$ cat config.mk
export PLATFORM = sky130hd
export DESIGN_NAME = load_store_unit
export DESIGN_NICKNAME = d
export VERILOG_FILES = /design/src/rtl/lsu_pkg.sv /design/src/rtl/lsu_align.sv /design/src/rtl/load_store_unit.sv
export SDC_FILE = /design/constraint.sdc
export NUM_CORES = 1
export LEC_CHECK = 0
export CAP_MARGIN = 20
export CORE_UTILIZATION = 28
export CTS_CLUSTER_DIAMETER = 50
export DETAILED_ROUTE_END_ITERATION = 7
export REMOVE_ABC_BUFFERS = 1
export SYNTH_ARGS = -nofsm -noshare
export SYNTH_HDL_FRONTEND = slang
export SYNTH_SLANG_ARGS = --single-unit
$ cat constraint.sdc
create_clock -name clk -period 3.2 [get_ports clk]
set_clock_uncertainty 0.2 [all_clocks]
set_input_delay 0.64 -clock clk [delete_from_list [all_inputs] [get_ports clk]]
set_output_delay 0.64 -clock clk [all_outputs]
set_load 0.005 [all_outputs]
$ cat src/rtl/lsu_pkg.sv
// Shared definitions for the load/store unit: RV32I width codes, FSM state encoding and
// base byte-enable patterns. Also used by the planned store buffer.
package lsu_pkg;

  // funct3 width codes
  localparam logic [2:0] F3_LB  = 3'b000;
  localparam logic [2:0] F3_LH  = 3'b001;
  localparam logic [2:0] F3_LW  = 3'b010;
  localparam logic [2:0] F3_LBU = 3'b100;
  localparam logic [2:0] F3_LHU = 3'b101;
  localparam logic [2:0] F3_SB  = 3'b000;
  localparam logic [2:0] F3_SH  = 3'b001;
  localparam logic [2:0] F3_SW  = 3'b010;

  // FSM state encoding
  typedef logic [1:0] lsu_state_t;
  localparam lsu_state_t StIdle   = 2'd0;
  localparam lsu_state_t StAccess = 2'd1;
  localparam lsu_state_t StDone   = 2'd2;
  localparam lsu_state_t StErr    = 2'd3;

  // Byte enables for lane 0; shifted by the byte offset
  localparam logic [3:0] BeByte = 4'b0001;
  localparam logic [3:0] BeHalf = 4'b0011;
  localparam logic [3:0] BeWord = 4'b1111;

endpackage

$ cat src/rtl/lsu_align.sv
// Combinational access aligner.
// Ports:
//   addr_lo_i   - byte offset within the word
//   funct3_i    - RV32I width code
//   write_i     - 1 = store
//   wdata_i     - raw store data
//   mem_rdata_i - raw memory read word
//   be_o        - byte enables for the access
//   wdata_o     - lane-replicated store data
//   rdata_o     - extracted, sign/zero-extended load data
//   legal_o     - access is well-formed and aligned
module lsu_align
  import lsu_pkg::*;
(
  input  logic [1:0]  addr_lo_i,
  input  logic [2:0]  funct3_i,
  input  logic        write_i,
  input  logic [31:0] wdata_i,
  input  logic [31:0] mem_rdata_i,
  output logic [3:0]  be_o,
  output logic [31:0] wdata_o,
  output logic [31:0] rdata_o,
  output logic        legal_o
);

  logic [31:0] lane;

  // Move the addressed byte/half down to bit 0
  assign lane = mem_rdata_i >> {addr_lo_i, 3'b000};

  always_comb begin
    be_o    = '0;
    wdata_o = wdata_i;
    rdata_o = '0;
    legal_o = 1'b0;
    case (funct3_i[1:0])
      2'b00: begin
        be_o    = BeByte << addr_lo_i;
        wdata_o = {4{wdata_i[7:0]}};
        rdata_o = funct3_i[2] ? {24'b0, lane[7:0]} : {{24{lane[7]}}, lane[7:0]};
        legal_o = 1'b1;
      end
      2'b01: begin
        be_o    = BeHalf << {addr_lo_i[1], 1'b0};
        wdata_o = {2{wdata_i[15:0]}};
        rdata_o = funct3_i[2] ? {16'b0, lane[15:0]} : {{16{lane[15]}}, lane[15:0]};
        legal_o = ~addr_lo_i[0];
      end
      2'b10: begin
        be_o    = BeWord;
        wdata_o = wdata_i;
        rdata_o = lane;
        // There is no LWU in RV32I
        legal_o = (addr_lo_i == 2'b00) && !funct3_i[2];
      end
      default: legal_o = 1'b0;
    endcase
    // Unsigned codes have no store counterpart
    if (write_i && funct3_i[2]) legal_o = 1'b0;
  end

endmodule

$ cat src/rtl/load_store_unit.sv
// Multi-cycle load/store unit between the ALU and the data memory.
// Ports:
//   clk, reset                  - clock, asynchronous active-low reset
//   ls_valid/ls_write/funct3    - request from the datapath (held until ls_done)
//   addr, wdata                 - byte address and store data
//   rdata, ls_done, ls_error    - extended load result, completion pulse, error flag
//   stall                       - datapath must hold the PC
//   mem_req/mem_we/mem_addr/mem_be/mem_wdata - registered memory request
//   mem_ready, mem_rdata        - memory handshake and read word
module load_store_unit
  import lsu_pkg::*;
#(
  parameter int unsigned ADDR_W = 32
) (
  input  logic              clk,
  input  logic              reset,
  input  logic              ls_valid,
  input  logic              ls_write,
  input  logic [2:0]        funct3,
  input  logic [ADDR_W-1:0] addr,
  input  logic [31:0]       wdata,
  output logic [31:0]       rdata,
  output logic              ls_done,
  output logic              ls_error,
  output logic              stall,
  output logic              mem_req,
  output logic              mem_we,
  output logic [ADDR_W-1:0] mem_addr,
  output logic [3:0]        mem_be,
  output logic [31:0]       mem_wdata,
  input  logic              mem_ready,
  input  logic [31:0]       mem_rdata
);

  lsu_state_t        state_q, state_d;
  logic [ADDR_W-1:0] addr_q, addr_d;
  logic [1:0]        off_q, off_d;
  logic [2:0]        f3_q, f3_d;
  logic              we_q, we_d;
  logic [3:0]        be_q, be_d;
  logic [31:0]       wdata_q, wdata_d;
  logic [31:0]       rdata_q, rdata_d;

  logic        is_idle;
  logic [1:0]  al_off;
  logic [2:0]  al_f3;
  logic        al_write;
  logic [3:0]  al_be;
  logic [31:0] al_wdata;
  logic [31:0] al_rdata;
  logic        al_legal;

  assign is_idle = (state_q == StIdle);

  // In IDLE the aligner checks the incoming request; afterwards it decodes the latched one
  assign al_off   = is_idle ? addr[1:0] : off_q;
  assign al_f3    = is_idle ? funct3 : f3_q;
  assign al_write = is_idle ? ls_write : we_q;

  lsu_align u_align (
    .addr_lo_i   (al_off),
    .funct3_i    (al_f3),
    .write_i     (al_write),
    .wdata_i     (wdata),
    .mem_rdata_i (mem_rdata),
    .be_o        (al_be),
    .wdata_o     (al_wdata),
    .rdata_o     (al_rdata),
    .legal_o     (al_legal)
  );

  always_comb begin
    state_d = state_q;
    addr_d  = addr_q;
    off_d   = off_q;
    f3_d    = f3_q;
    we_d    = we_q;
    be_d    = be_q;
    wdata_d = wdata_q;
    rdata_d = rdata_q;
    case (state_q)
      StIdle: begin
        if (ls_valid) begin
          rdata_d = '0;
          if (!al_legal) begin
            state_d = StErr;
          end else begin
            state_d = StAccess;
            addr_d  = {addr[ADDR_W-1:2], 2'b00};
            off_d   = addr[1:0];
            f3_d    = funct3;
            we_d    = ls_write;
            be_d    = al_be;
            wdata_d = al_wdata;
          end
        end
      end
      StAccess: begin
        if (mem_ready) begin
          state_d = StDone;
          rdata_d = we_q ? 32'b0 : al_rdata;
        end
      end
      StDone:  state_d = StIdle;
      StErr:   state_d = StIdle;
      default: state_d = StIdle;
    endcase
  end

  always_ff @(posedge clk or negedge reset) begin
    if (!reset) begin
      state_q <= StIdle;
      addr_q  <= '0;
      off_q   <= '0;
      f3_q    <= '0;
      we_q    <= 1'b0;
      be_q    <= '0;
      wdata_q <= '0;
      rdata_q <= '0;
    end else begin
      state_q <= state_d;
      addr_q  <= addr_d;
      off_q   <= off_d;
      f3_q    <= f3_d;
      we_q    <= we_d;
      be_q    <= be_d;
      wdata_q <= wdata_d;
      rdata_q <= rdata_d;
    end
  end

  assign mem_req   = (state_q == StAccess);
  assign mem_we    = we_q;
  assign mem_addr  = addr_q;
  assign mem_be    = be_q;
  assign mem_wdata = wdata_q;
  assign rdata     = rdata_q;
  assign ls_done   = (state_q == StDone) || (state_q == StErr);
  assign ls_error  = (state_q == StErr);
  assign stall     = (is_idle && ls_valid) || (state_q == StAccess);

endmodule

==> summary.md, run 1 <==
| Metric | Value |
|---|---|
| Outcome | complete, no violations |
| Sequential fraction of the synthesis area | 47.3% |
| Clock Path Buffers | 2 |
| FILL cells | 1,844 |
| Total of flip-flops plus latches after synthesis | 106 |
| Core footprint | 19,500 um^2 |
| Num CTS Buffers | 9 |
| Post-layout util | 42.8% |
| Clock transition at the register clock pins on the worst setup and hold paths after CTS | 0.08 ns |
| Reg2reg path depth | 5 |
| Routability congestion estimate from global placement | 0.805 |
| Syn Inst Count | 425 |
| Max H-tree Level | 3 |
| Minimum setup slack after placement | 0.173 ns |
| Vias after detailed routing | 4,350 |
| Critical path startpoint category | register |
| Post-route cell area | 8350 um^2 |
| Areal power density over the cells | 950 nW/um^2 |
| Die width | 144 um |
| Multi-input combinational cell area | 2740 um^2 |
| Global-route congestion overflow total | 0 |
| PnR worst setup slack | 0.386 ns |
| Highest clock frequency the design can meet | 355 MHz |
| CTS tree | yes |
| Crit path capture type | register |
| Clock tree root driver cell | clkbuf_16 |
| Via-per-instance ratio | 4.82 |
| Type of the worst setup path | register to register |
| Area of the mapped netlist | 5610 um^2 |
| Sequential Area | 2650 um^2 |
| Pin count of the biggest net entering global routing | 51 |
| Avg Inst Size Synth | 13.2 um^2 |
| Transition time at the pin with the least slew margin | 0.953 ns |
| Drt drc | 0 |
| Number of violations of the max-capacitance limit | 0 |
| Post-synthesis cell type count | 47 |
| Half-perimeter wire length after placement | 11.6 mm |
| Global-route wire length before repair | 25.1 mm |
| Gr usage total | 15.9% |
| Length of the first detailed-routing pass in iterations | 6 |
| WL final | 16.4 mm |
| Sink Count | 106 |
| Setup slack of the most critical reg-to-reg path | 0.39 ns |
| Number of buffers added for setup after CTS | 0 |
| Count of instances resized after the clock tree is built | 0 |
| Pwr Total | 0.00793 W |
| Total Die Area | 20,600 um^2 |
| Largest cells by area after synthesis | dfrtp_1 (47%), mux2_4 (19%), mux2_2 (7.0%), mux4_2 (3.2%), buf_6 (2.4%) |
| Detailed Route Iter0 Violations | 150 |
| Total negative slack | 0 ns |
| Count of pins on the block boundary | 209 |
| N_diodes | 0 |
| Final routed wire length divided by cell count | 18.1 um |
| Placed cell areas | 8030 um^2 |
| Routed Antenna Nets | 0 |
| Number of buffers inserted for hold repair after clock tree synthesis | 0 |
| Hold Fails Final Rpt | 0 |
| Latest clock arrival within the worst-skew pair | 0.35 ns |
| Slew margin rel. | 36.5% |
| Worst Path Arrival | 2.81 ns |
| Die height | 144 um |
| Min-delay worst type | primary input to asynchronous set/reset pin |
| Shortest clock period the worst path allows after layout | 2.81 ns |
| Max IR drop VDD | 0.350 mV |
| Number of rows created at floorplan | 51 |
| Crit share post-route | 87.9% |
| Share of final-layout standard cells stronger than drive strength 1 | 27.0% |
| Maximum fanout along the worst path | 16 |
| Post-synthesis cell type with the largest combined area | dfrtp_1 |
| Count of final max-slew check failures | 0 |
| Leakage component of the power | 3.61 nW |
| Setup-violating endpoint count in the final report | 0 |
| Setup repair after global routing missed its margin | false |
| Fraction of post-synthesis cell area in the top cell type by area | 47.3% |
| Final layout net count | 737 |
| Starting density of the core | 28.7% |
| Post-synthesis to final-layout area growth | 48.9% |
| Yosys warns | 0 |
| Port Buffers | 206 |
| Required time at the worst-slack endpoint | 3.20 ns |
| Via count of the first global-routing pass | 4,548 |
| Initial antenna violation count | 0 |
-- final cells by class --
cell class,instances,area share [%]
Clock buffer,9,2.70
Clock inverter,7,1.20
Inverter,4,0.180
Multi-Input combinational cell,283,32.9
Sequential cell,106,31.8
Tap cell,265,3.97
Timing Repair Buffer,229,27.3
-- through the flow --
step,hold WS (ns),cells
3_5_place_dp,0.291,887
5_1_grt,0.0394,903
6_report,0.0161,903
4_1_cts,0.0167,903
2_1_floorplan,0.144,393
3_3_place_gp,0.270,887
-- state kept, by name, summed over array words and instances (netlist names) --
signal and flops:
mem_addr 30, rdata 32, off_q 2, mem_we 1, mem_be 4, f3_q 3, mem_wdata 32, state_q 2
-- critical path, stage by stage (launching register included) --
cell	delay, ns
dfrtp_1	0.58
or2_4	0.28
mux2i_4	0.29
mux4_2	0.58
a22oi_4	0.56
a31oi_1	0.16
-- kinds of logic (layout without fill, tap and decap cells) --
logic type / count (synthesis) / in the layout / synth area share (%)
mux: 118 / 118 / 30.2
flops: 106 / 106 / 47.3
compound gates: 92 / 92 / 11.6
simple gates: 70 / 70 / 6.29
buf+inv: 37 / 249 / 4.39
other cells: 1 / 2 / 0.0669
xor+xnor: 1 / 1 / 0.156
-- Yosys cell counts (all sizes together) --
| cell type | instances |
|---|---|
| a211oi | 1 |
| a21o | 3 |
| a21oi | 36 |
| a221o | 1 |
| a22o | 8 |
| a22oi | 16 |
| a31oi | 10 |
| a32oi | 8 |
| a41oi | 1 |
| and2 | 2 |
| and3 | 1 |
| buf | 20 |
| clkbuf | 13 |
| conb | 1 |
| dfrtp | 106 |
| inv | 4 |
| mux2 | 105 |
| mux2i | 5 |
| mux4 | 8 |
| nand2 | 31 |
| nand2b | 1 |
| nand3 | 10 |
| nand4 | 1 |
| nand4b | 1 |
| nor2 | 12 |
| nor3b | 3 |
| nor4 | 2 |
| o211ai | 1 |
| o21a | 1 |
| o21ai | 4 |
| o31ai | 2 |
| or2 | 2 |
| or4 | 3 |
| or4b | 1 |
| xnor2 | 1 |
-- worst paths after layout --
check                                            to                    from
min reg2reg                   rdata[14]$_DFFE_PN0P_   rdata[14]$_DFFE_PN0P_
min in group clk              rdata[14]$_DFFE_PN0P_   rdata[14]$_DFFE_PN0P_
min                           rdata[31]$_DFFE_PN0P_                   reset
max reg2reg                   rdata[23]$_DFFE_PN0P_  state_q[0]$_DFFE_PN0P_
max                           rdata[23]$_DFFE_PN0P_  state_q[0]$_DFFE_PN0P_
max in group asynchronous  mem_addr[17]$_DFFE_PN0P_                   reset
-- power breakdown --
group | total, W | leakage, nW | internal (W) | switching (W)
Sequential | 0.00237 | 1.32 | 0.00193 | 0.000442
Combinational | 0.00433 | 2.13 | 0.00268 | 0.00165
Clock | 0.00123 | 0.154 | 0.000694 | 0.000534
Total | 0.00793 | 3.61 | 0.00530 | 0.00263
-- routing by layer --
layer	share of wire, %	routed length, um	track usage, %	vias up
met2	46	7520	25.3	177
met5	0	0	0	-
met3	8.7	1420	4.57	21
li1	-	-	-	1989
met1	43	7050	20.2	2163
met4	2.3	368	6.33	0
-- placed cells by master, fill, tap and decap left out, types with 3 or more instances in the layout --
cell,instances
inv_1,4
buf_12,4
a22o_1,8
mux2i_4,3
mux4_2,8
a21o_1,3
a22oi_1,15
dfrtp_1,106
a32oi_1,8
mux2_2,35
buf_4,20
o21ai_0,4
or4_1,3
a21oi_1,26
clkbuf_16,9
mux2_4,70
nor2_1,11
a31oi_1,10
a21oi_2,10
clkdlybuf4s50_1,205
nand2_1,31
nand3_1,10
Note: power is estimated with default switching activity, not from simulation.
==> run 2, diff against run 1 <==
- DONT_BUFFER_PORTS: unset -> 1
- SLEW_MARGIN: unset -> 25
==> run 2 against run 1 <==
- the run now ends with hold timing left
- sequential power up 8%
- total power down 18%
- hold slack worse by 0.24 ns
- critical path type unchanged
==> summary.md, run 2 (synthesized netlist as in run 1, its figures left out) <==
| Metric | Value |
|---|---|
| Length of the first detailed-routing pass in iterations | 5 (was 6) |
| Routed Antenna Nets | 0 (unchanged) |
| Max H-tree Level | 3 (unchanged) |
| Detailed Route Iter0 Violations | 173 (was 150) |
| Type of the worst setup path | register to register (unchanged) |
| Total negative slack | 0 ns (unchanged) |
| Highest clock frequency the design can meet | 339 MHz (was 355 MHz) |
| Starting density of the core | 28.7% (unchanged) |
| Port Buffers | 0 (was 206) |
| Minimum setup slack after placement | 0.349 ns (was 0.173 ns) |
| Clock transition at the register clock pins on the worst setup and hold paths after CTS | 0.08 ns (about the same) |
| Sink Count | 106 (unchanged) |
| Vias after detailed routing | 3,549 (was 4,350) |
| Share of final-layout standard cells stronger than drive strength 1 | 37.7% (was 27.0%) |
| Leakage component of the power | 2.73 nW (was 3.61 nW) |
| Setup-violating endpoint count in the final report | 0 (unchanged) |
| Post-route cell area | 6130 um^2 (was 8350 um^2) |
| Gr usage total | 14.5% (was 15.9%) |
| Post-synthesis to final-layout area growth | 9.21% (was 48.9%) |
| Maximum fanout along the worst path | 69 (was 16) |
| Placed cell areas | 5830 um^2 (was 8030 um^2) |
| Most common cell after layout, fill and taps aside | dfrtp_1 (was clkdlybuf4s50_1) |
| Count of pins on the block boundary | 209 (unchanged) |
| Worst Path Arrival | 2.99 ns (was 2.81 ns) |
| Critical path startpoint category | register (unchanged) |
| Areal power density over the cells | 1060 nW/um^2 (was 950 nW/um^2) |
| Sum of buffers and inverters on the critical path | 1 (was 0) |
| Final layout net count | 518 (was 737) |
| Final routed wire length divided by cell count | 21.8 um (was 18.1 um) |
| Crit share post-route | 92.1% (was 87.9%) |
| Delay-heaviest family, CP | multiplexers (unchanged) |
| Count of final max-slew check failures | 0 (unchanged) |
| Number of violations of the max-capacitance limit | 0 (unchanged) |
| Sequential Area | 2650 um^2 (unchanged) |
| Num CTS Buffers | 9 (unchanged) |
| Core footprint | 19,500 um^2 (unchanged) |
| Required time at the worst-slack endpoint | 3.24 ns (was 3.20 ns) |
| Clock Path Buffers | 2 (unchanged) |
| Commonest non-fill, non-tap cells in the layout | dfrtp_1 (106), mux2_4 (70), mux2_2 (35) (was clkdlybuf4s50_1 (205), dfrtp_1 (106), mux2_4 (70)) |
| Half-perimeter wire length after placement | 10.3 mm (was 11.6 mm) |
| Pin count of the biggest net entering global routing | 107 (was 51) |
| Crit path capture type | register (unchanged) |
| Slew margin rel. | 38.6% (was 36.5%) |
| Setup slack of the most critical reg-to-reg path | 0.25 ns (was 0.39 ns) |
| Failing checks | hold timing |
| FILL cells | 1,978 (was 1,844) |
| Min-delay worst type | primary input to asynchronous set/reset pin (unchanged) |
| Latest clock arrival within the worst-skew pair | 0.35 ns (about the same) |
| Die width | 144 um (unchanged) |
| PnR worst setup slack | 0.251 ns (was 0.386 ns) |
| Global-route wire length before repair | 22.1 mm (was 25.1 mm) |
| Outcome | finished, violations left (was complete, no violations) |
| Shortest clock period the worst path allows after layout | 2.95 ns (was 2.81 ns) |
| Multi-input combinational cell area | 2740 um^2 (unchanged) |
| R2r startpoint | state_q[1]$_DFFE_PN0P_ (was state_q[0]$_DFFE_PN0P_) |
| Number of rows created at floorplan | 51 (unchanged) |
| Hold Fails Final Rpt | 106 (was 0) |
| Initial antenna violation count | 1 (was 0) |
| Total Die Area | 20,600 um^2 (unchanged) |
| Via count of the first global-routing pass | 3,700 (was 4,548) |
| Drt drc | 0 (unchanged) |
| Reg2reg path depth | 6 (was 5) |
| Via-per-instance ratio | 5.19 (was 4.82) |
| Worst path cell trace | nor2_4, mux2_2, nand2_1, nand4b_1, buf_12, mux2_4 (was or2_4, mux2i_4, mux4_2, a22oi_4, a31oi_1) |
| N_diodes | 0 (unchanged) |
| Count of instances resized after the clock tree is built | 0 (unchanged) |
| CTS tree | yes (unchanged) |
| Clock tree root driver cell | clkbuf_16 (unchanged) |
| WL final | 14.9 mm (was 16.4 mm) |
| Die height | 144 um (unchanged) |
| Stage delay of the slowest cell on the critical path | 0.50 ns (was 0.58 ns) |
| Max IR drop VDD | 0.365 mV (was 0.350 mV) |
| Routability congestion estimate from global placement | 0.818 (was 0.805) |
| Transition time at the pin with the least slew margin | 0.921 ns (was 0.953 ns) |
| WHS | -0.228 ns (was 0.0161 ns) |
| Worst flop-to-flop path endpoint | mem_addr[4]$_DFFE_PN0P_ (was rdata[23]$_DFFE_PN0P_) |
| Global-route congestion overflow total | 0 (unchanged) |
| Setup repair after global routing missed its margin | false (unchanged) |
| Slowest stage cell, crit path | dfrtp_1 (unchanged) |
run 2: cell types whose count changed in the layout (fill, tap and decap cells not counted), moves of 2 or more:
cell,previous run,this run
buf_12,4,1
inv_6,1,3
buf_4,20,9
bufinv_16,2,0
clkdlybuf4s50_1,205,0
run 2: worst reg2reg max path: cells and delay by family, from the launching register on:
kind / cells / cell delay, ns
DFF: 1 / 0.50
and+or+nand+nor: 3 / 0.81
buffers and inverters: 1 / 0.34
muxes: 2 / 1.00
run 2: worst max path at each step:
stage | from | endpoint | cells after the start | slack, ns
3_3_place_gp | state_q[0]$_DFFE_PN0P_ | rdata[23]$_DFFE_PN0P_ | 5 | 0.40
6_report | state_q[1]$_DFFE_PN0P_ | mem_addr[4]$_DFFE_PN0P_ | 6 | 0.25
4_1_cts | state_q[0]$_DFFE_PN0P_ | rdata[23]$_DFFE_PN0P_ | 5 | 0.33
3_5_place_dp | state_q[0]$_DFFE_PN0P_ | rdata[23]$_DFFE_PN0P_ | 5 | 0.35
2_1_floorplan | state_q[1]$_DFFE_PN0P_ | mem_wdata[0]$_DFFE_PN0P_ | 5 | -3.77
5_1_grt | state_q[1]$_DFFE_PN0P_ | mem_addr[4]$_DFFE_PN0P_ | 6 | 0.19
run 2: area by class of cell:
type | count | area share (%)
clock buffer | 9 | 3.68
clock inverter | 7 | 1.14
inverter | 4 | 0.245
multi-input combinational | 283 | 44.8
sequential | 106 | 43.3
tap | 265 | 5.41
timing repair buffer | 10 | 1.43
run 2: metrics by stage:
| step | instances | utilization (%) | total power [W] |
|---|---|---|---|
| after global placement | 668 | 29.9 | 0.00535 |
| final | 684 | 31.4 | 0.00651 |
| after global routing | 684 | 31.4 | 0.00692 |
| after CTS | 684 | 31.4 | 0.00660 |
| after detailed placement | 668 | 29.9 | 0.00545 |
| after floorplan | 393 | - | 0.00485 |
run 2: power by group:
group / switching [W] / internal (W)
Combinational: 0.00126 / 0.00158
Clock: 0.000555 / 0.000551
Sequential: 0.000620 / 0.00193
Total: 0.00244 / 0.00407
run 2: repair_timing:
item | in CTS | in global routing
endpoints found under the setup margin | 0 | 0
hold endpoints to repair | 106 | 106
setup buffers | 0 | 0
run 2: routing by layer:
layer	up-vias	track usage, %	routed length, um
met4	2	5.71	230
li1	1549	-	-
met2	201	24.0	7290
met1	1778	16.6	5740
met3	19	5.90	1660
met5	-	0	13
